<file path="src/rtl/dc_ipu_shr_pipeline_pkg.sv">
// Shared types and constants for the IPU skid-buffer stage control.
package dc_ipu_shr_pipeline_pkg;

    localparam int unsigned OCC_W = 2;

    typedef enum logic [1:0] {
        PS_EMPTY = 2'd0,
        PS_ONE   = 2'd1,
        PS_TWO   = 2'd2
    } pipe_state_e;

    function automatic logic [OCC_W-1:0] state_occ(input pipe_state_e s);
        case (s)
            PS_EMPTY: return OCC_W'(0);
            PS_ONE:   return OCC_W'(1);
            PS_TWO:   return OCC_W'(2);
            default:  return OCC_W'(0);
        endcase
    endfunction

endpackage

</file>
<file path="src/rtl/dc_ipu_shr_sat_counter.sv">
// Saturating up-counter with synchronous clear; built only when
// DC_IPU_PIPELINE_STALL_CNT_EN is defined.
module dc_ipu_shr_sat_counter #(
    parameter int unsigned WIDTH = 16
) (
    input  logic             clk,
    input  logic             nreset,
    input  logic             clr,
    input  logic             inc,
    output logic [WIDTH-1:0] cnt
);

    logic [WIDTH-1:0] cnt_q;

    always_ff @(posedge clk or negedge nreset) begin
        if (!nreset) begin
            cnt_q <= '0;
        end else if (clr) begin
            cnt_q <= '0;
        end else if (inc && (cnt_q != {WIDTH{1'b1}})) begin
            cnt_q <= cnt_q + WIDTH'(1);
        end
    end

    assign cnt = cnt_q;

endmodule

</file>
<file path="src/rtl/dc_ipu_shr_pipeline_ctrl.sv">
// Valid/ready control for one skid-buffer stage (main + side register).
// Optional stall counter: define DC_IPU_PIPELINE_STALL_CNT_EN.
module dc_ipu_shr_pipeline_ctrl
    import dc_ipu_shr_pipeline_pkg::*;
#(
    parameter int unsigned STALL_CNT_W = 16
) (
    input  logic                   clk,
    input  logic                   nreset,
    input  logic                   in_valid,
    output logic                   in_ready,
    output logic                   out_valid,
    input  logic                   out_ready,
    input  logic                   flush,
    output logic                   buf_main_en,
    output logic                   buf_side_en,
    output logic                   buf_restore,
    output logic [OCC_W-1:0]       occupancy,
    output logic [STALL_CNT_W-1:0] stall_cnt
);

    pipe_state_e      state_q, state_d;
    logic             in_ready_q, out_valid_q;
    logic [OCC_W-1:0] occ_q;
    logic             acc, pop;

    assign acc = in_valid & in_ready_q;
    assign pop = out_valid_q & out_ready;

    always_comb begin
        state_d     = state_q;
        buf_main_en = 1'b0;
        buf_side_en = 1'b0;
        buf_restore = 1'b0;
        case (state_q)
            PS_EMPTY: begin
                if (acc) begin
                    buf_main_en = 1'b1;
                    state_d     = PS_ONE;
                end
            end
            PS_ONE: begin
                if (acc && pop) begin
                    buf_main_en = 1'b1;
                end else if (acc) begin
                    buf_side_en = 1'b1;
                    state_d     = PS_TWO;
                end else if (pop) begin
                    state_d = PS_EMPTY;
                end
            end
            PS_TWO: begin
                // in_ready is low here, so only a pop can move the stage
                if (pop) begin
                    buf_main_en = 1'b1;
                    buf_restore = 1'b1;
                    state_d     = PS_ONE;
                end
            end
            default: state_d = PS_EMPTY;
        endcase
        if (flush) begin
            state_d     = PS_EMPTY;
            buf_main_en = 1'b0;
            buf_side_en = 1'b0;
            buf_restore = 1'b0;
        end
    end

    // Status outputs are registered from the next state so no ready path crosses the stage.
    always_ff @(posedge clk or negedge nreset) begin
        if (!nreset) begin
            state_q     <= PS_EMPTY;
            in_ready_q  <= 1'b1;
            out_valid_q <= 1'b0;
            occ_q       <= '0;
        end else begin
            state_q     <= state_d;
            in_ready_q  <= (state_d != PS_TWO);
            out_valid_q <= (state_d != PS_EMPTY);
            occ_q       <= state_occ(state_d);
        end
    end

    assign in_ready  = in_ready_q;
    assign out_valid = out_valid_q;
    assign occupancy = occ_q;

`ifdef DC_IPU_PIPELINE_STALL_CNT_EN
    logic stall_inc;

    assign stall_inc = out_valid_q & ~out_ready;

    dc_ipu_shr_sat_counter #(
        .WIDTH (STALL_CNT_W)
    ) u_stall_cnt (
        .clk    (clk),
        .nreset (nreset),
        .clr    (flush),
        .inc    (stall_inc),
        .cnt    (stall_cnt)
    );
`else
    assign stall_cnt = '0;
`endif

endmodule

</file>
<file path="config.mk">
export PLATFORM = sky130hd
export DESIGN_NAME = dc_ipu_shr_pipeline_ctrl
export DESIGN_NICKNAME = d
export VERILOG_FILES = /design/src/rtl/dc_ipu_shr_pipeline_pkg.sv /design/src/rtl/dc_ipu_shr_sat_counter.sv /design/src/rtl/dc_ipu_shr_pipeline_ctrl.sv
export SDC_FILE = /design/constraint.sdc
export NUM_CORES = 1
export LEC_CHECK = 0
export BUFFER_PORTS_ARGS = -buffer_cell sky130_fd_sc_hd__buf_2
export CAP_MARGIN = 20
export CORE_AREA = 2 2 39 41
export DETAILED_ROUTE_END_ITERATION = 10
export DIE_AREA = 0 0 41 43
export PLACE_DENSITY_LB_ADDON = 0.05
export SETUP_SLACK_MARGIN = 0.2
export SLEW_MARGIN = 40
export SYNTH_ARGS = -nofsm -noshare
export SYNTH_HDL_FRONTEND = slang
export SYNTH_SLANG_ARGS = --single-unit
</file>
<file path="constraint.sdc">
create_clock -name clk -period 1.55 [get_ports clk]
set_clock_uncertainty 0.15 [all_clocks]
set_input_delay 0.2325 -clock clk [delete_from_list [all_inputs] [get_ports clk]]
set_output_delay 0.2325 -clock clk [all_outputs]
set_load 0.01 [all_outputs]
</file>
## Yosys cells after proc, flatten, opt, wreduce, memory -nomap -nowiden

Index checks and enable logic that the tools add are counted.

- Input bits: 5
- Logic and storage cells: 32
- Register bits after elaboration: 6
- Output and inout port bits: 23

- Mux-type cells: 18
- Eq/ne operators: 5
- Reductions and logical operators: 3
- Bitwise gates (word level): 2

Operators by type and width:

| operator | count |
|---|---|
| 2-to-1 mux 2 bit | 6 |
| 2-to-1 mux 1 bit | 9 |
| one-hot mux 2 bit (3 select lines) | 1 |
| equality test 2 x 1 -> 1 bit (second input constant) | 2 |
| equality test 2 bit (second input constant) | 2 |
| one-hot mux 2 bit (2 select lines) | 1 |
| one-hot mux 1 bit (3 select lines) | 1 |
| AND 1 bit | 2 |
| logical NOT 2 bit | 1 |
| inequality test 2 bit (second input constant) | 1 |
| nonzero test 2 bit | 1 |
| logical AND 1 bit | 1 |

## Depth between registers and ports, before layout

- Word-level depth: 8
- Depth in mapped cells: 3
- Depth with buffers taken out: 3

## Worst setup path before layout

No wires, ideal clock.

- Path type: reg-to-output
- Start point: reg in_ready_q (netlist: in_ready)
- End point: out buf_main_en
- Data arrival time: 1084 ps
- Buffers on the path: 0
- Path slack: 83 ps
- Cell stages (with the launch flop): 4
- Required time: 1167 ps
- Cells stage by stage: dfstp_2 -> and3b_2 -> nand3_1 -> a21oi_1

- Word-level cells in the longest chain between the ends: 5
- Elaborated cells on any way between the ends: 6
- Classes of those cells: mux (4); bitwise (1); reduce/logical (1)

RTL lines:

| item | line | RTL |
|---|---|---|
| start: declaration | dc_ipu_shr_pipeline_ctrl.sv:23 | `logic in_ready_q, out_valid_q;` |
| start signal: assignment | dc_ipu_shr_pipeline_ctrl.sv:79 | `in_ready_q <= (state_d != PS_TWO);` |
| AND 1 bit (*) | dc_ipu_shr_pipeline_ctrl.sv:27 | `assign acc = in_valid & in_ready_q;` |
| logical AND 1 bit | dc_ipu_shr_pipeline_ctrl.sv:43 | `if (acc && pop) begin` |
| 2-to-1 mux 1 bit | dc_ipu_shr_pipeline_ctrl.sv:43 |  |
| one-hot mux 1 bit (3 select lines) (*) | dc_ipu_shr_pipeline_ctrl.sv:35 | `case (state_q)` |
| 2-to-1 mux 1 bit (*) | dc_ipu_shr_pipeline_ctrl.sv:62 | `if (flush) begin` |
| end: declaration | dc_ipu_shr_pipeline_ctrl.sv:15 | `output logic buf_main_en,` |

Every way passes the cells marked *; elsewhere a longest branch is shown, timed or not.

## Final worst setup path

Same ends and word-level chain as after synthesis.

==> impl_metrics.json <==
{
  "rsz0062_at_grt": "true",
  "fin_crit_sh_pct": 109.8,
  "critPathLaunch": "in_ready",
  "synth_mux_area_share_pct": 2.326,
  "pin_count": 28,
  "fin_util_pct": 44.21,
  "synth_area_um2": 430.4,
  "synth_seq_cells": 6,
  "pwr_density_cell_mw_per_mm2": 877.1,
  "grt_pass1_vias": 316,
  "cts_root_buf": "clkbuf_4",
  "power_leakage_nw": 0.3045,
  "maxCapViolations": 0,
  "holdWs_ns": 0.1391,
  "arrival_ns": 1.32,
  "numCtsBuffers": 3,
  "detail-route-antenna-nets": 0,
  "cp-start-kind": "flip-flop",
  "path_max_fanout": 4,
  "finalPower_mw": 0.5367,
  "crit_type": "flip-flop to primary output",
  "critPathTopFamily": "flip-flops",
  "port_buffers": 11,
  "ctsLongestPathBuffers": 2,
  "dieArea_mm2": 0.001763,
  "antenna_found_initial": 0,
  "final_cells": 83,
  "fp.dieW_um": 41,
  "fp-row-count": 14,
  "ys_warn_count": 0,
  "outcome": "complete, but fails checks",
  "fmax_mhz": 587.5,
  "synth_top_cell_area_share_pct": 29.07,
  "wl_per_cell_um": 12.39,
  "synth-xor-area-share_pct": 0,
  "synth_common_cells": "buf_4, dfrtp_1, a211oi_1",
  "start_util_pct": 31.10,
  "synthCells": 44,
  "syn_to_final_growth_pct": 42.15,
  "final_max_slew_viol_count": 0,
  "place_inst": 69,
  "min_period_ns": 1.702,
  "dpl_cell_area_um2": 452.9,
  "ys_top_cells_by_area": "dfrtp_1, buf_4, dfstp_2",
  "postRouteWirelength_um": 1028,
  "slowest_delay_ns": 0.52,
  "h-tree-depth": 1,
  "place_ws_ns": 0.08248,
  "num_vias": 383,
  "clk_pin_slew_ns": 0.04,
  "track_usage_pct": 11.81,
  "setup_tns_ns": -0.2840,
  "synth_edf_count": 0,
  "synth_area_per_cell_um2": 9.782,
  "synthAdderAreaFrac_pct": 0,
  "cts.sinks": 6,
  "critPathSlowestCell": "dfstp_2",
  "crit_required_ns": 1.17,
  "die_height_um": 43,
  "final_area_um2": 611.8,
  "viasPerCell": 4.614,
  "overflow": 0,
  "yosysTopAreaCell": "dfrtp_1",
  "async_flop_share_pct": 100.0,
  "synth-compound-area-share_pct": 14.83,
  "min_from": "out_ready",
  "hold_class": "primary input to flip-flop",
  "irDropWorstVdd_mv": 0.3966,
  "synth-simple-area-share_pct": 16.86,
  "drive_above_1_share_pct": 55.22,
  "violations": "setup timing",
  "synth.most_common_cell": "buf_4",
  "coreArea_mm2": 0.001384,
  "antenna_cells": 0,
  "crit_buf_inv": 1,
  "dpl.hpwl_um": 644.2,
  "drt-initial-drc-count": 7,
  "clk_latency_ns": 0.26,
  "fin_nets": 73,
  "synth_cell_type_count": 21,
  "synthFlopType": "dfrtp_1",
  "synth_top_family_by_area": "buffers and inverters",
  "cts_tree": "built",
  "path_cells": "and3b_2 -> nand3_2 -> a21oi_2 -> buf_2",
  "ys_seq_area_share_pct": 35.17,
  "fin_ws_ns": -0.1520,
  "end_kind": "primary output",
  "drc": 0,
  "grt_pass1_wl_um": 1386,
  "dr.pass1.iters": 4,
  "hold_viol_final": 0,
  "gp_congestion": 0.6928,
  "finalSetupViolCount": 3,
  "rr_startpoint": "in_ready",
  "grt_max_degree": 10
}
report_power, final:
part | internal [mW] | switching (mW)
Clock | 0.0981 | 0.0666
Sequential | 0.176 | 0.0205
Combinational | 0.0890 | 0.0867
repair_timing:
item	4_1_cts	5_1_grt
setup buffers	4	5
setup endpoints to repair	7	8
endpoints found under the hold margin	6	0
pin swaps	5	2
resized for setup	8	4
hold buffers	1	0
state kept, by name, indices dropped and copies added (netlist names):
| signal | cells |
|---|---|
| out_valid | 1 |
| state_q | 2 |
| in_ready | 1 |
| occupancy | 2 |
layer usage:
| layer | vias to the layer above | part of all wire, % | GRT usage (%) |
|---|---|---|---|
| met4 | 0 | 2.4 | 4.000 |
| met1 | 184 | 30 | 12.42 |
| met3 | 8 | 8.1 | 6.283 |
| met2 | 20 | 59 | 19.06 |
| met5 | - | 0 | 0 |
| li1 | 171 | - | - |
logic make-up after synthesis:
kind of cell           Yosys count
buffers and inverters           18
and+or+nand+nor                 10
muxes                            1
AOI/OAI and AO/OA                8
DFF                              6
other                            1
worst paths after layout:
path / slack, ns / depth (start not counted) / endpoint
worst min register to register: 0.39 / 1 / out_valid
worst max-delay path: -0.15 / 4 / buf_main_en
min in group asynchronous: 0.18 / 2 / occupancy[0]
max in group asynchronous: 0.84 / 2 / in_ready
worst max register to register: -0.02 / 6 / state_q[1]
worst min-delay path: 0.14 / 2 / occupancy[1]
layout make-up:
class / instances / area, um^2
clock buffer: 4 / 26.28
fill: 148 / 772.0
multi-input combinational: 35 / 252.7
sequential: 6 / 155.1
tap: 16 / 20.02
timing repair buffer: 22 / 157.7
cell usage in the layout, fill, tap and decap left out, drive strengths merged, types with 2 or more instances in the layout:
master | netlist | layout
nand3 | 2 | 2
clkbuf | 1 | 4
nor4bb | 2 | 2
conb | 1 | 16
dfrtp | 5 | 5
a211oi | 3 | 3
buf | 17 | 21
Note: power is estimated with default switching activity, not from simulation.
